===== src/rtl/ps2_host_tx.sv =====
// PS/2 host-to-device command transmitter: inhibit, request-to-send, bit shifting, ack and timeout.
// Optional macro PS2_TX_ACK_CHECK_EN: a high ack bit (NACK) ends the frame with err instead of done.
module ps2_host_tx #(
    parameter int unsigned INHIBIT_CYCLES = 5000,
    parameter int unsigned TIMEOUT_CYCLES = 1000000,
    parameter int unsigned FILTER_CYCLES  = 19
) (
    input  logic       clk,
    input  logic       rst,
    input  logic       ps2_clk,
    input  logic       ps2_data,
    output logic       ps2_clk_oe,
    output logic       ps2_data_oe,
    input  logic       wen,
    input  logic [7:0] wdata,
    output logic       busy,
    output logic       done,
    output logic       err
);
    localparam int unsigned CMAX = (TIMEOUT_CYCLES > INHIBIT_CYCLES) ? TIMEOUT_CYCLES : INHIBIT_CYCLES;
    localparam int unsigned CW   = $clog2(CMAX + 1);
    localparam int unsigned FW   = $clog2(FILTER_CYCLES + 1);

    typedef enum logic [2:0] {
        S_IDLE, S_INHIBIT, S_REQ, S_SHIFT, S_ACK, S_WAITIDLE
    } state_t;

    state_t        state_q, state_d;
    logic [1:0]    clk_sync, data_sync;
    logic          clk_f, data_f, clk_f_d;
    logic [FW-1:0] clk_fcnt, data_fcnt;
    logic          fall;
    logic [CW-1:0] cnt_q;
    logic [3:0]    bit_cnt_q;
    logic [8:0]    shreg_q;
    logic          data_oe_q;
    logic          last_fall;
    logic          timeout;

    // Filtered value follows the synchronized line only after FILTER_CYCLES consecutive disagreeing samples.
    always_ff @(posedge clk) begin
        if (rst) begin
            clk_sync  <= '1;
            data_sync <= '1;
            clk_f     <= 1'b1;
            data_f    <= 1'b1;
            clk_f_d   <= 1'b1;
            clk_fcnt  <= '0;
            data_fcnt <= '0;
        end else begin
            clk_sync  <= {clk_sync[0], ps2_clk};
            data_sync <= {data_sync[0], ps2_data};
            clk_f_d   <= clk_f;
            if (clk_sync[1] == clk_f) begin
                clk_fcnt <= '0;
            end else if (clk_fcnt == FW'(FILTER_CYCLES - 1)) begin
                clk_f    <= clk_sync[1];
                clk_fcnt <= '0;
            end else begin
                clk_fcnt <= clk_fcnt + 1'b1;
            end
            if (data_sync[1] == data_f) begin
                data_fcnt <= '0;
            end else if (data_fcnt == FW'(FILTER_CYCLES - 1)) begin
                data_f    <= data_sync[1];
                data_fcnt <= '0;
            end else begin
                data_fcnt <= data_fcnt + 1'b1;
            end
        end
    end

    assign fall      = clk_f_d & ~clk_f;
    assign last_fall = fall && (bit_cnt_q == 4'd10);
    assign timeout   = (cnt_q == CW'(TIMEOUT_CYCLES));

`ifdef PS2_TX_ACK_CHECK_EN
    logic nack_q;
    always_ff @(posedge clk) begin
        if (rst) begin
            nack_q <= 1'b0;
        end else if (state_q == S_SHIFT && last_fall) begin
            nack_q <= data_f;
        end
    end
`endif

    always_ff @(posedge clk) begin
        if (rst) begin
            state_q <= S_IDLE;
        end else begin
            state_q <= state_d;
        end
    end

    always_comb begin
        state_d     = state_q;
        ps2_clk_oe  = 1'b0;
        ps2_data_oe = 1'b0;
        busy        = 1'b0;
        done        = 1'b0;
        err         = 1'b0;
        case (state_q)
            S_IDLE: begin
                if (wen) state_d = S_INHIBIT;
            end
            S_INHIBIT: begin
                ps2_clk_oe = 1'b1;
                busy       = 1'b1;
                if (cnt_q == CW'(INHIBIT_CYCLES - 1)) state_d = S_REQ;
            end
            S_REQ: begin
                ps2_clk_oe  = 1'b1;
                ps2_data_oe = 1'b1;
                busy        = 1'b1;
                state_d     = S_SHIFT;
            end
            S_SHIFT: begin
                ps2_data_oe = data_oe_q;
                busy        = 1'b1;
                // A final edge arriving on the timeout cycle still completes the frame.
                if (last_fall) begin
                    state_d = S_ACK;
                end else if (timeout) begin
                    busy    = 1'b0;
                    err     = 1'b1;
                    state_d = S_IDLE;
                end
            end
            S_ACK: begin
                busy    = 1'b1;
                state_d = S_WAITIDLE;
            end
            S_WAITIDLE: begin
                busy = 1'b1;
                if (clk_f && data_f) begin
                    busy    = 1'b0;
                    state_d = S_IDLE;
`ifdef PS2_TX_ACK_CHECK_EN
                    done = ~nack_q;
                    err  = nack_q;
`else
                    done = 1'b1;
`endif
                end
            end
            default: state_d = S_IDLE;
        endcase
    end

    // shreg holds {parity, data}; shifting in ones makes the tenth edge present the stop bit.
    always_ff @(posedge clk) begin
        if (rst) begin
            cnt_q     <= '0;
            bit_cnt_q <= '0;
            shreg_q   <= '0;
            data_oe_q <= 1'b0;
        end else begin
            case (state_q)
                S_IDLE: begin
                    cnt_q     <= '0;
                    bit_cnt_q <= '0;
                    data_oe_q <= 1'b0;
                    if (wen) shreg_q <= {~^wdata, wdata};
                end
                S_INHIBIT: cnt_q <= cnt_q + 1'b1;
                S_REQ: begin
                    cnt_q     <= '0;
                    bit_cnt_q <= '0;
                    data_oe_q <= 1'b1;
                end
                S_SHIFT: begin
                    cnt_q <= cnt_q + 1'b1;
                    if (fall) begin
                        bit_cnt_q <= bit_cnt_q + 1'b1;
                        data_oe_q <= ~shreg_q[0];
                        shreg_q   <= {1'b1, shreg_q[8:1]};
                    end
                end
                default: data_oe_q <= 1'b0;
            endcase
        end
    end
endmodule


===== config.mk =====
export PLATFORM = sky130hd
export DESIGN_NAME = ps2_host_tx
export DESIGN_NICKNAME = d
export VERILOG_FILES = /design/src/rtl/ps2_host_tx.sv
export SDC_FILE = /design/constraint.sdc
export NUM_CORES = 1
export LEC_CHECK = 0
export BUFFER_PORTS_ARGS = -buffer_cell sky130_fd_sc_hd__buf_4
export CORE_MARGIN = 5
export CORE_UTILIZATION = 56
export CTS_BUF_LIST = sky130_fd_sc_hd__clkbuf_4
export DETAILED_ROUTE_END_ITERATION = 8
export PLACE_DENSITY = 0.78
export SLEW_MARGIN = 20
export SYNTH_ARGS = -nofsm -noshare
export SYNTH_HDL_FRONTEND = slang
export SYNTH_SLANG_ARGS = --single-unit

===== constraint.sdc =====
create_clock -name clk -period 1.6 [get_ports clk]
set_input_delay 0.32 -clock clk [delete_from_list [all_inputs] [get_ports clk]]
set_output_delay 0.32 -clock clk [all_outputs]
set_load 0.01 [all_outputs]

==> impl_metrics.csv <==
group,metric,value,unit
synth,synth-seq-cells,54,
place,dp_hpwl,4.18,mm
route,wl_per_cell,17.9,um
clocking,cts.sinks,54,
timing,fin_worst_skew,0.00940,ns
route,drtPass1Iterations,6,
die,dieArea,0.00630,sq mm
synth,synthXorXnorAreaFrac,0.0974,
min_path,hold_depth,2,
clocking,cts_hold_buf,0,
outcome,violations,"negative setup slack",
synth,synth-main-ff-cell,"dfxtp_1",
synth,synth-simple-area-share,0.247,
synth,syn_inst,296,
global_routing,gr-total-overflow,0,
layout,drive_above_1_share,0.343,
pwr,power_density,702,mW/mm^2
clocking,clk_transition_reported_paths,0.15,ns
synth,syn_area_per_cell,9.11,sq um
setup_path,crit_path_max_fanout,2,
timing,fin_crit_sh,1.32,
synth,yosysUniqueCellTypes,58,
synth,synth_edf_count,0,
layout,num-nets-final,377,
clocking,clkLatencyLatePin,0.38,ns
die,fp.dieW,79.4,um
pwr,p_leak,1.44,nW
clocking,cts_tree,"done",
setup_path,cp-start-kind,"flip-flop",
min_path,worstHoldPathType,"primary input to flip-flop",
global_routing,grt_max_degree,19,
synth,yosysSeqAreaShare,0.401,
route,drc_errors,0,
timing,rsz0062_at_grt,"true",
layout,layout.area.seq,0.00110,sq mm
global_routing,grt_pass1_vias,2258,
global_routing,grt_pass1_wl,10.4,mm
timing,maxSlewViolCount,0,
synth,synth_area,0.00270,sq mm
timing,worstMarginPinSlew,0.439,ns
global_routing,grt_usage,0.209,
layout,final_cell_mix,"50 x buf_4, 46 x dfxtp_1, 39 x nor2_1",
synth,synth_compound_area_frac,0.118,
place,place_ws,-0.0820,ns
min_path,min-delay-start,"ps2_data",
layout,multi_input_area,0.00165,sq mm
setup_path,worstPathArrival,1.79,ns
layout,layout_commonest_cell,"buf_4",
timing,fmaxAchievable,474,MHz
synth,synth.net_count,317,
pwr,peakVddDrop,538,uV
pwr,power,2.47,mW
setup_path,reg2reg_to,"shreg_q[8]",
place,port_buffers,17,
clocking,clockBufferDepth,2,
synth,synth_fa_ha_area_frac,0.0371,
layout,syn2layout_area_growth,30.6,%
die,fp.dieH,79.4,um
synth,synthArstFlopShare,0,
layout,fill_cells,289,
route,drt-total-wl,7.35,mm
setup_path,reg2regPathDepth,7,
synth,yosys_warnings,0,
timing,fin_ws,-0.511,ns
job,drv_cap,0,
die,io_pins,18,
place,gp_congestion,0.840,
setup_path,r2r_slack,-0.17,ns
setup_path,critPathRequiredTime,1.28,ns
synth,synth_top_family_by_area,"simple AND/OR/NAND/NOR gates",
route,vias,2462,
layout,diodes,0,
clocking,htree_levels,2,
route,drtAntennaViolNets,0,
timing,hold_viol_final,0,
setup_path,crit_type,"flip-flop to output pin",
setup_path,critPathCaptureType,"output pin",
route,drt_iter0_drc,209,
die,initial_utilization,0.575,
min_path,min_to,"data_sync[0]",
timing,finalSetupViolations,19,
clocking,cts-root-buf,"clkbuf_4",
timing,min_period,2.11,ns
outcome,status,"complete, but fails checks",
timing,slew_headroom,0.704,
global_routing,grt_antenna_before_repair,0,
route,via_per_inst,6.00,
setup_path,r2r_start,"state_q[1]",
clocking,cts_inserted_buffers,5,
die,coreArea,0.00469,sq mm
die,num_rows,25,
synth,synthMuxAreaShare,0.0524,
==> what timing repair did <==
action	4_1_cts	5_1_grt
endpoints found under the setup margin	5	22
buffers inserted	5	11
gates cloned	0	2
pin swaps	3	15
gates resized for setup	18	44
==> through the flow <==
step           area [sq um]  setup TNS (ns)  hold slack [ns]   util  std cells
6_report               3520           -2.58            0.119  0.751        410
5_1_grt                3520           -3.72            0.113  0.751        410
4_1_cts                3240          -0.945            0.111  0.690        399
3_5_place_dp           3080          -0.108            0.396  0.657        387
3_3_place_gp           3080         -0.0495            0.397  0.657        387
2_1_floorplan          2700               0            0.389      -        296
==> cells by family (layout without fill, tap and decap cells) <==
| group | after synthesis | count (layout) |
|---|---|---|
| DFF | 54 | 54 |
| buffers and inverters | 27 | 87 |
| AOI/OAI and AO/OA | 41 | 41 |
| muxes | 14 | 14 |
| adders and majority gates | 8 | 8 |
| xor gates and xnor gates | 30 | 30 |
| and+or+nand+nor | 122 | 122 |
==> final cells by class <==
type | instances | area share
multi-input cells | 215 | 0.468
flip-flops and latches | 54 | 0.313
repair buffers | 67 | 0.171
well taps | 54 | 0.0192
inverters | 13 | 0.0139
clock buffers | 6 | 0.0128
clock inverters | 1 | 0.00213
==> worst max path at each step <==
| stage | endpoint | cells after the start | start | slack [ns] |
|---|---|---|---|---|
| global route | busy | 5 | cnt_q[15] | -0.58 |
| floorplan | state_q[1] | 6 | cnt_q[0] | 0.11 |
| CTS | busy | 5 | cnt_q[15] | -0.41 |
| global placement | busy | 5 | cnt_q[10] | -0.04 |
| detailed placement | busy | 5 | cnt_q[11] | -0.08 |
| finish | busy | 5 | cnt_q[15] | -0.51 |
==> where the power goes <==
group	internal (mW)	total, mW	switching [mW]
Sequential	1.38	1.42	0.0422
Clock	0.182	0.609	0.427
Combinational	0.229	0.439	0.210
Total	1.79	2.47	0.679
==> Yosys cell counts (all sizes together), types with 4 or more instances <==
| master | n | area, sq um |
|---|---|---|
| a211oi | 11 | 82.6 |
| a21oi | 6 | 41.3 |
| buf | 9 | 58.8 |
| clkbuf | 5 | 20.0 |
| dfxtp | 54 | 1080 |
| ha | 8 | 100 |
| inv | 13 | 48.8 |
| mux2i | 13 | 130 |
| nand2 | 10 | 37.5 |
| nand3 | 12 | 60.1 |
| nand4 | 8 | 50.1 |
| nor2 | 47 | 179 |
| nor3 | 5 | 30.0 |
| nor4 | 4 | 25.0 |
| nor4bb | 4 | 40.0 |
| o21ai | 7 | 38.8 |
| or2 | 6 | 37.5 |
| xnor2 | 18 | 158 |
| xor2 | 12 | 105 |
==> state kept, by name, summed over array words and instances, names as in the netlist <==
signal / cells
clk_f_d: 1
data_f: 1
clk_fcnt: 5
clk_f: 1
clk_sync: 2
data_oe_q: 1
state_q: 3
shreg_q: 9
data_fcnt: 5
data_sync: 2
bit_cnt_q: 4
cnt_q: 20
==> per-layer routing <==
layer / part of all wire / global-route usage / vias up
li1: - / - / 1161
met1: 0.42 / 0.278 / 1175
met2: 0.49 / 0.327 / 111
met3: 0.069 / 0.0508 / 15
met4: 0.020 / 0.0842 / 0
met5: 0 / 0 / -
==> critical path, cell delays in order, from the launching register on <==
cell	delay, ns
dfxtp_2	0.36
nor4_4	0.31
nand2_1	0.13
nand4b_1	0.24
o21a_1	0.24
buf_6	0.12
Power figures use the tool's default switching activity.
